<file path="src/rtl/shifter_pkg.sv">
// ---------------------------------------------------------------------------
// shifter_pkg
// Shared definitions for the ALU shifter group: default data / shift-amount
// widths, the iterative shifter state encoding and the shift-mode constants.
// ---------------------------------------------------------------------------
package shifter_pkg;

    localparam int DEF_WIDTH = 16;  // operand / result width
    localparam int DEF_SHW   = 4;   // shift-amount bits actually used

    typedef enum logic [1:0] {
        ST_IDLE  = 2'd0,
        ST_SHIFT = 2'd1,
        ST_DONE  = 2'd2
    } state_t;

    localparam logic SH_LSR = 1'b0;  // logical right shift, zero fill
    localparam logic SH_ASR = 1'b1;  // arithmetic right shift, sign fill

endpackage : shifter_pkg

</file>
<file path="src/rtl/rsh_step.sv">
// ---------------------------------------------------------------------------
// rsh_step
// Combinational single-bit right step used by the iterative shifter.
// Ports:
//   work_i  in   WIDTH  current working value
//   mode_i  in   1      SH_LSR (zero fill) or SH_ASR (sign fill)
//   work_o  out  WIDTH  value shifted right by one
//   bit_o   out  1      bit shifted out (work_i[0])
// ---------------------------------------------------------------------------
module rsh_step
    import shifter_pkg::*;
#(
    parameter int WIDTH = DEF_WIDTH
) (
    input  logic [WIDTH-1:0] work_i,
    input  logic             mode_i,
    output logic [WIDTH-1:0] work_o,
    output logic             bit_o
);

    logic fill;

    // Sign fill replicates the current MSB, so repeated steps behave like >>>.
    assign fill   = (mode_i == SH_ASR) ? work_i[WIDTH-1] : 1'b0;
    assign work_o = {fill, work_i[WIDTH-1:1]};
    assign bit_o  = work_i[0];

endmodule : rsh_step

</file>
<file path="src/rtl/rsh16_iter.sv">
// ---------------------------------------------------------------------------
// rsh16_iter
// Multi-cycle right shifter (LSR / ASR), one bit per clock, with a
// start / busy / done handshake. Reports carry (last bit shifted out) and a
// zero flag alongside the registered result.
//
// Handshake: start is sampled on a rising edge only while busy is low (IDLE
// or DONE). The operation then runs for N = shift_value[SHW-1:0] edges with
// busy high; done pulses for exactly one cycle when out/carry/zero update.
// Holding start through DONE launches the next operation with no gap.
//
// Ports:
//   clk          in   1      clock, rising edge
//   rst          in   1      asynchronous, active-low reset
//   start        in   1      operation request
//   arith        in   1      0 = LSR, 1 = ASR (sampled with start)
//   inp          in   WIDTH  operand (sampled with start)
//   shift_value  in   16     shift amount, only [SHW-1:0] used
//   busy         out  1      high while shifting
//   done         out  1      one-cycle completion pulse
//   out          out  WIDTH  result, held until the next completion
//   carry        out  1      last bit shifted out, 0 for amount 0
//   zero         out  1      out == 0
//   state_o      out  2      current FSM state (debug)
// ---------------------------------------------------------------------------
module rsh16_iter
    import shifter_pkg::*;
#(
    parameter int WIDTH = DEF_WIDTH,
    parameter int SHW   = DEF_SHW
) (
    input  logic             clk,
    input  logic             rst,
    input  logic             start,
    input  logic             arith,
    input  logic [WIDTH-1:0] inp,
    input  logic [15:0]      shift_value,
    output logic             busy,
    output logic             done,
    output logic [WIDTH-1:0] out,
    output logic             carry,
    output logic             zero,
    output logic [1:0]       state_o
);

    localparam logic [SHW-1:0] CNT_ONE  = SHW'(1);
    localparam logic [SHW-1:0] CNT_ZERO = '0;

    state_t           state_q;
    logic [WIDTH-1:0] work_q;
    logic             mode_q;
    logic [SHW-1:0]   count_q;
    logic             busy_q;
    logic             done_q;
    logic [WIDTH-1:0] out_q;
    logic             carry_q;
    logic             zero_q;

    logic [WIDTH-1:0] step_work;
    logic             step_bit;
    logic [SHW-1:0]   amount;

    // Upper shift-amount bits are deliberately ignored.
    logic             unused_amount_bits;
    assign unused_amount_bits = &{1'b0, shift_value[15:SHW]};

    assign amount = shift_value[SHW-1:0];

    rsh_step #(
        .WIDTH (WIDTH)
    ) u_step (
        .work_i (work_q),
        .mode_i (mode_q),
        .work_o (step_work),
        .bit_o  (step_bit)
    );

    always_ff @(posedge clk or negedge rst) begin
        if (!rst) begin
            state_q <= ST_IDLE;
            work_q  <= '0;
            mode_q  <= SH_LSR;
            count_q <= '0;
            busy_q  <= 1'b0;
            done_q  <= 1'b0;
            out_q   <= '0;
            carry_q <= 1'b0;
            zero_q  <= 1'b1;
        end else begin
            case (state_q)
                ST_SHIFT: begin
                    work_q  <= step_work;
                    count_q <= count_q - CNT_ONE;
                    // Final step: publish the shifted value straight from the
                    // step logic so the result lands on the same edge.
                    if (count_q == CNT_ONE) begin
                        state_q <= ST_DONE;
                        busy_q  <= 1'b0;
                        done_q  <= 1'b1;
                        out_q   <= step_work;
                        carry_q <= step_bit;
                        zero_q  <= (step_work == '0);
                    end
                end
                default: begin
                    // IDLE and DONE both accept a new request.
                    done_q  <= 1'b0;
                    busy_q  <= 1'b0;
                    state_q <= ST_IDLE;
                    if (start) begin
                        work_q  <= inp;
                        mode_q  <= arith;
                        count_q <= amount;
                        if (amount == CNT_ZERO) begin
                            state_q <= ST_DONE;
                            done_q  <= 1'b1;
                            out_q   <= inp;
                            carry_q <= 1'b0;
                            zero_q  <= (inp == '0);
                        end else begin
                            state_q <= ST_SHIFT;
                            busy_q  <= 1'b1;
                        end
                    end
                end
            endcase
        end
    end

    assign busy    = busy_q;
    assign done    = done_q;
    assign out     = out_q;
    assign carry   = carry_q;
    assign zero    = zero_q;
    assign state_o = state_q;

endmodule : rsh16_iter

</file>
<file path="config.mk">
export PLATFORM = sky130hd
export DESIGN_NAME = rsh16_iter
export DESIGN_NICKNAME = d
export VERILOG_FILES = /design/src/rtl/shifter_pkg.sv /design/src/rtl/rsh_step.sv /design/src/rtl/rsh16_iter.sv
export SDC_FILE = /design/constraint.sdc
export NUM_CORES = 1
export LEC_CHECK = 0
export CORE_UTILIZATION = 50
export CTS_BUF_LIST = sky130_fd_sc_hd__clkbuf_4
export DETAILED_ROUTE_END_ITERATION = 12
export HOLD_SLACK_MARGIN = 0.1
export PLACE_DENSITY = 0.82
export SLEW_MARGIN = 20
export SYNTH_ARGS = -nofsm -noshare
export SYNTH_HDL_FRONTEND = slang
export SYNTH_HIERARCHICAL = 1
export SYNTH_SLANG_ARGS = --single-unit
</file>
<file path="constraint.sdc">
create_clock -name clk -period 2.35 [get_ports clk]
set_clock_uncertainty 0.2 [all_clocks]
set_input_delay 0.235 -clock clk [delete_from_list [all_inputs] [get_ports clk]]
set_output_delay 0.235 -clock clk [all_outputs]
set_load 0.02 [all_outputs]
</file>
* Word-level counts from Yosys, hierarchy flattened
Index checks and enable logic that the tools add are counted.
** Cells by class
- Divide/modulo/power cells :: 0
- Equality and inequality tests :: 3
- Muxes and demuxes :: 29
- Multiply operators :: 0
- Shift-type cells :: 0
- Add/subtract/negate cells :: 1
- Reduce and logical (&&, ||, !) cells :: 7
- Bitwise operators :: 1
- $lt $le $gt $ge :: 0
** Operators by type and width (count)
- 16-bit 2-to-1 mux :: 6
- 16-bit zero test :: 2
- 1-bit 2-to-1 mux :: 17
- 2-bit 2-to-1 mux :: 4
- 4-bit 2-to-1 mux :: 2
- 4-bit by 1-bit == test with 1-bit output, second input constant :: 1
- 4-bit zero test :: 1
- 2-bit nonzero test :: 2
- 4-bit by 1-bit subtractor with 4-bit output, second input constant :: 1
- 3-bit AND reduction :: 1
- 2-bit by 1-bit == test with 1-bit output, second input constant :: 1
- 2-bit != test, second input constant :: 1
- 2-bit AND reduction :: 1
- 1-bit NOT :: 1
** Word-level totals
- Memory bits (read-only) :: 0
- Input bits :: 36
- Output and inout bits :: 22
- Bits in registers :: 43
- Word-level logic and storage cells :: 50
- Memories :: 0
- Bits in writable memories :: 0
- Latch bits :: 0

* Logic depth before layout (Yosys ltp)
Gate-level depths: netlist of the first run.
- Depth in word-level cells :: 4
- Mapped depth :: 8
- Gate-level depth less buffers :: 6

* Modules after synthesis
The synthesis of the first run kept the hierarchy.
** By module, submodules not included
- rsh16_iter :: cells an instance 197, area an instance 2058.2 um^2, seq. area each 1027.2 um^2, times used 1
- rsh_step :: cells an instance 18, area an instance 133.9 um^2, seq. area each 0.0 um^2, times used 1

* Worst setup path before layout of the first run
Ideal clock, no wire load.
- Path type :: register to register
- Start :: reg count_q[0]
- End :: reg out_q[10] (netlist: out[10])
- Setup time :: 0.125 ns
- Clock period less this slack :: 1.933 ns
- Arrival :: 1.608 ns
- Required time :: 2.025 ns
- Buffers on the path :: 2
- Slack :: 0.417 ns
- Stages on the path, launching flop included :: 8
- Cell sequence :: dfrtp_1 ha_1 nor3b_2 and2_4 a31o_1 buf_6 buf_12 mux2_4
** On the way
- Longest elaborated chain between the ends :: 3
** Ends and longest elaborated chain
- start, declared :: RTL line rsh16_iter.sv:52 : logic [SHW-1:0] count_q;
- start signal, assigned :: RTL line rsh16_iter.sv:93 : count_q <= count_q - CNT_ONE;
- start signal, assigned :: RTL line rsh16_iter.sv:113 : count_q <= amount;
- 4-bit by 1-bit == test with 1-bit output :: RTL line rsh16_iter.sv:96 : if (count_q == CNT_ONE) begin
- 2-bit != test (no source line)
- 3-bit AND reduction (no source line)
- end signal, assigned :: RTL line rsh16_iter.sv:100 : out_q <= step_work;
- end signal, assigned :: RTL line rsh16_iter.sv:117 : out_q <= inp;
- end, declared :: RTL line rsh16_iter.sv:55 : logic [WIDTH-1:0] out_q;
No other way between the ends.
A chain may end at the register's enable or synchronous reset.

* Worst setup path in the final report of the first run
- Start :: reg count_q[1]
- End :: reg out_q[7] (netlist: out[7])
The elaborated chain is that of the path after synthesis.

==> metrics.md, run 1 <==
| Metric | Value |
|---|---|
| Outcome | completed |
| Critical path destination | out[7] |
| Max Cap Violations | 0 |
| Maximum operating frequency | between 400 and 500 MHz |
| Setup-failing EPs final | 0 |
| Leakage power | between 1 and 1.5 nW |
| First-pass GRT wire length | between 7000 and 8000 µm |
| Yosys reg bits | about 40 |
| CTS max path bufs | 2 |
| PostCTS Resize Cnt | 0 |
| Worst skew pair latency | 0.35 ns |
| CP Capture Type | register |
| DP HPWL | 3060 µm |
| Synthesized net count | about 250 |
| CTS clk-pin slew, worst paths | ~0.12 ns |
| IO Count | 58 |
| Post-synthesis sequential area ratio | between 40% and 50% |
| Max_slew headroom | approximately two fifths |
| CTS Hold Bufs | 1 |
| Final Slew Violations | 0 |
| Total Power | approximately 0.0033 W |
| Overflow after GRT | 0 |
| Diodes inserted | 0 |
| Postcts setup bufs | 0 |
| Tcrit/Tclk final | between 80% and 90% |
| Vias in the first global route | ~1.6k |
| Via count | between 1.5k and 2k |
| Initial antenna violation count | 0 |
| Yosys warns | 6 |
| Tmin final | 2.06 ns |
| Commonest non-fill, non-tap cell in the layout | nand2_1 |
| Drt drc | 0 |
| Initial Util | 53.3% |
| Root buffer cell | clkbuf_4 |
| Unrepaired setup endpoints after global routing | no |
| IO Port Bufs | 45 |
| Flop2flop setup slack | ~0.29 ns |
| Most frequent cells in the layout | nand2_1 (52), clkdlybuf4s50_1 (44), dfrtp_1 (40) |
| CTS H-tree lvls | 2 |
| CTS tree | yes |
| VDD IR max | slightly above 500 µV |
| Num rows | 23 |
| Pwr per Cell Area | roughly 1300 nW/µm² |
| R2R cell count | 7 |
| Final hold vios | 0 |
| DRT iter0 DRCs | around 150 |
| DR WL/cell | 14.4 µm |
| Crit Path Category | register to register |
| X dimension of the die | 68.2 µm |
| RePlAce Congestion | around 0.82 |
| Layout cells sized above 1 | 15.9% |
| All-layer global routing usage | 21.0% |
| Overall routed net length | approximately 4200 µm |
| Hold crit path type | input pin to register |
| Final #Nets | roughly 280 |
| Worst-margin pin slew | 0.908 ns |
| Worst EP arrival | about 2.1 ns |
| Core area | approximately 4000 µm² |
| Final setup TNS | 0 ns |
| Num CTS Buffers | 5 |
| Clock sink count | 41 |
| Setup crit start | count_q[1] |
| Vias/cell | roughly 5.4 |
| Mapped cell area | 2190 µm² |
| CP Max Fanout | 12 |
| Area Overhead vs Synth | 19.9% |
| Worst R2R Start | count_q[1] |
| Worst Setup Start Kind | register |
| Mapped Avg Cell Area | 10.2 µm² |
| Largest net degree at the start of global routing | between 40 and 50 |
| Syn Inst Count | between 200 and 250 |
| Die H | ~68 µm |
| Distinct cells, synth | 31 |
| TritonRoute pass-1 iters | 4 |
| Die Area | between 4000 and 5000 µm² |
| WP data required | 2.40 ns |
| FF-to-FF End | out[7] |
| Routed Antenna Nets | 0 |
==> worst max-delay path, cell delays in order (launching register included) <==
cell and delay [ns]:
dfrtp_1 0.39, inv_1 0.11, ha_1 0.15, nor3b_2 0.21, and2_4 0.19, a31o_1 0.11
buf_4 0.23, mux2_2 0.36
==> kinds of logic after synthesis <==
logic type                 after synthesis  synth area share, %
AOI/OAI and AO/OA                       27                 7.25
adders and majority gates                2                 1.14
buffers and inverters                   34                 10.3
DFF                                     41                 46.9
muxes                                   35                 18.3
and+or+nand+nor                         76                 16.2
==> registers in the layout (all words and copies together) (netlist names) <==
name / flops
state_o: 1
count_q: 4
out: 16
mode_q: 1
busy: 1
carry: 1
zero: 1
work_q: 16
==> power by group <==
group	switching, W	leakage [nW]	internal [W]	total (W)
registers	0.000222	0.499	0.00104	0.00127
clock network	0.000231	0.0433	0.000233	0.000464
logic	0.000798	0.681	0.000784	0.00158
==> cell usage after synthesis <==
library cell | number | area, µm²
inv_1 | 3 | 11.3
nor2b_1 | 1 | 6.26
ha_1 | 2 | 25.0
o211a_1 | 2 | 20.0
dfrtp_1 | 40 | 1000
mux2_2 | 12 | 135
a31oi_1 | 1 | 6.26
nand3_1 | 3 | 15.0
nand2_1 | 52 | 195
clkbuf_1 | 7 | 26.3
nor3_1 | 1 | 5.00
nor2_1 | 4 | 15.0
nand2b_1 | 1 | 6.26
and3_1 | 2 | 12.5
mux2i_1 | 16 | 160
nor4_4 | 1 | 21.3
o22ai_1 | 1 | 6.26
nor3b_2 | 1 | 12.5
and2_1 | 1 | 6.26
buf_6 | 1 | 11.3
nor4_1 | 8 | 50.1
a21oi_1 | 2 | 10.0
o21ai_0 | 18 | 90.1
and2_4 | 1 | 8.76
a311oi_1 | 2 | 17.5
dfstp_2 | 1 | 26.3
buf_12 | 1 | 20.0
a31o_1 | 1 | 8.76
buf_4 | 19 | 143
mux2_4 | 7 | 105
buf_2 | 3 | 15.0
==> how the worst min path moves through the flow <==
stage / cells after the start / end / slack (ns) / startpoint
after floorplan: 0 / busy / -0.26 / rst
final: 2 / mode_q / 0.29 / arith
after global routing: 2 / mode_q / 0.29 / arith
after detailed placement: 1 / busy / 0.22 / rst
after global placement: 1 / count_q[3] / 0.21 / rst
after CTS: 2 / mode_q / 0.28 / arith
==> layout make-up <==
type | instances | area [µm²]
Clock buffer | 6 | 45.0
Clock inverter | 2 | 33.8
Fill cell | 343 | 1490
Inverter | 3 | 11.3
Multi-Input combinational cell | 140 | 941
Sequential cell | 41 | 1030
Tap cell | 50 | 62.6
Timing Repair Buffer | 53 | 508
==> metrics by stage <==
| step | cell area (µm²) | std cells | setup WS (ns) | utilization (%) | hold WS, ns |
|---|---|---|---|---|---|
| final | 2630 | 295 | 0.293 | 63.9 | 0.292 |
| after global routing | 2630 | 295 | 0.245 | 63.9 | 0.285 |
| after CTS | 2630 | 295 | 0.297 | 63.9 | 0.277 |
| after detailed placement | 2540 | 286 | 0.173 | 61.7 | 0.223 |
| after global placement | 2540 | 286 | 0.196 | 61.7 | 0.212 |
| after floorplan | 2190 | 215 | 0.417 | - | -0.261 |
==> per-layer routing <==
| metal | global-route usage (%) | wire (µm) |
|---|---|---|
| met5 | 0 | 0 |
| met3 | 4.83 | 170 |
| met1 | 27.6 | 2030 |
| met4 | 8.07 | 55 |
| met2 | 33.3 | 1980 |
Power figures use the tool's default switching activity.
==> inputs of run 2 (changes only) <==
- CAP_MARGIN: default -> 20
==> results of run 2 <==
Same layout as run 1: the final DEF is identical, and so are final timing and power.
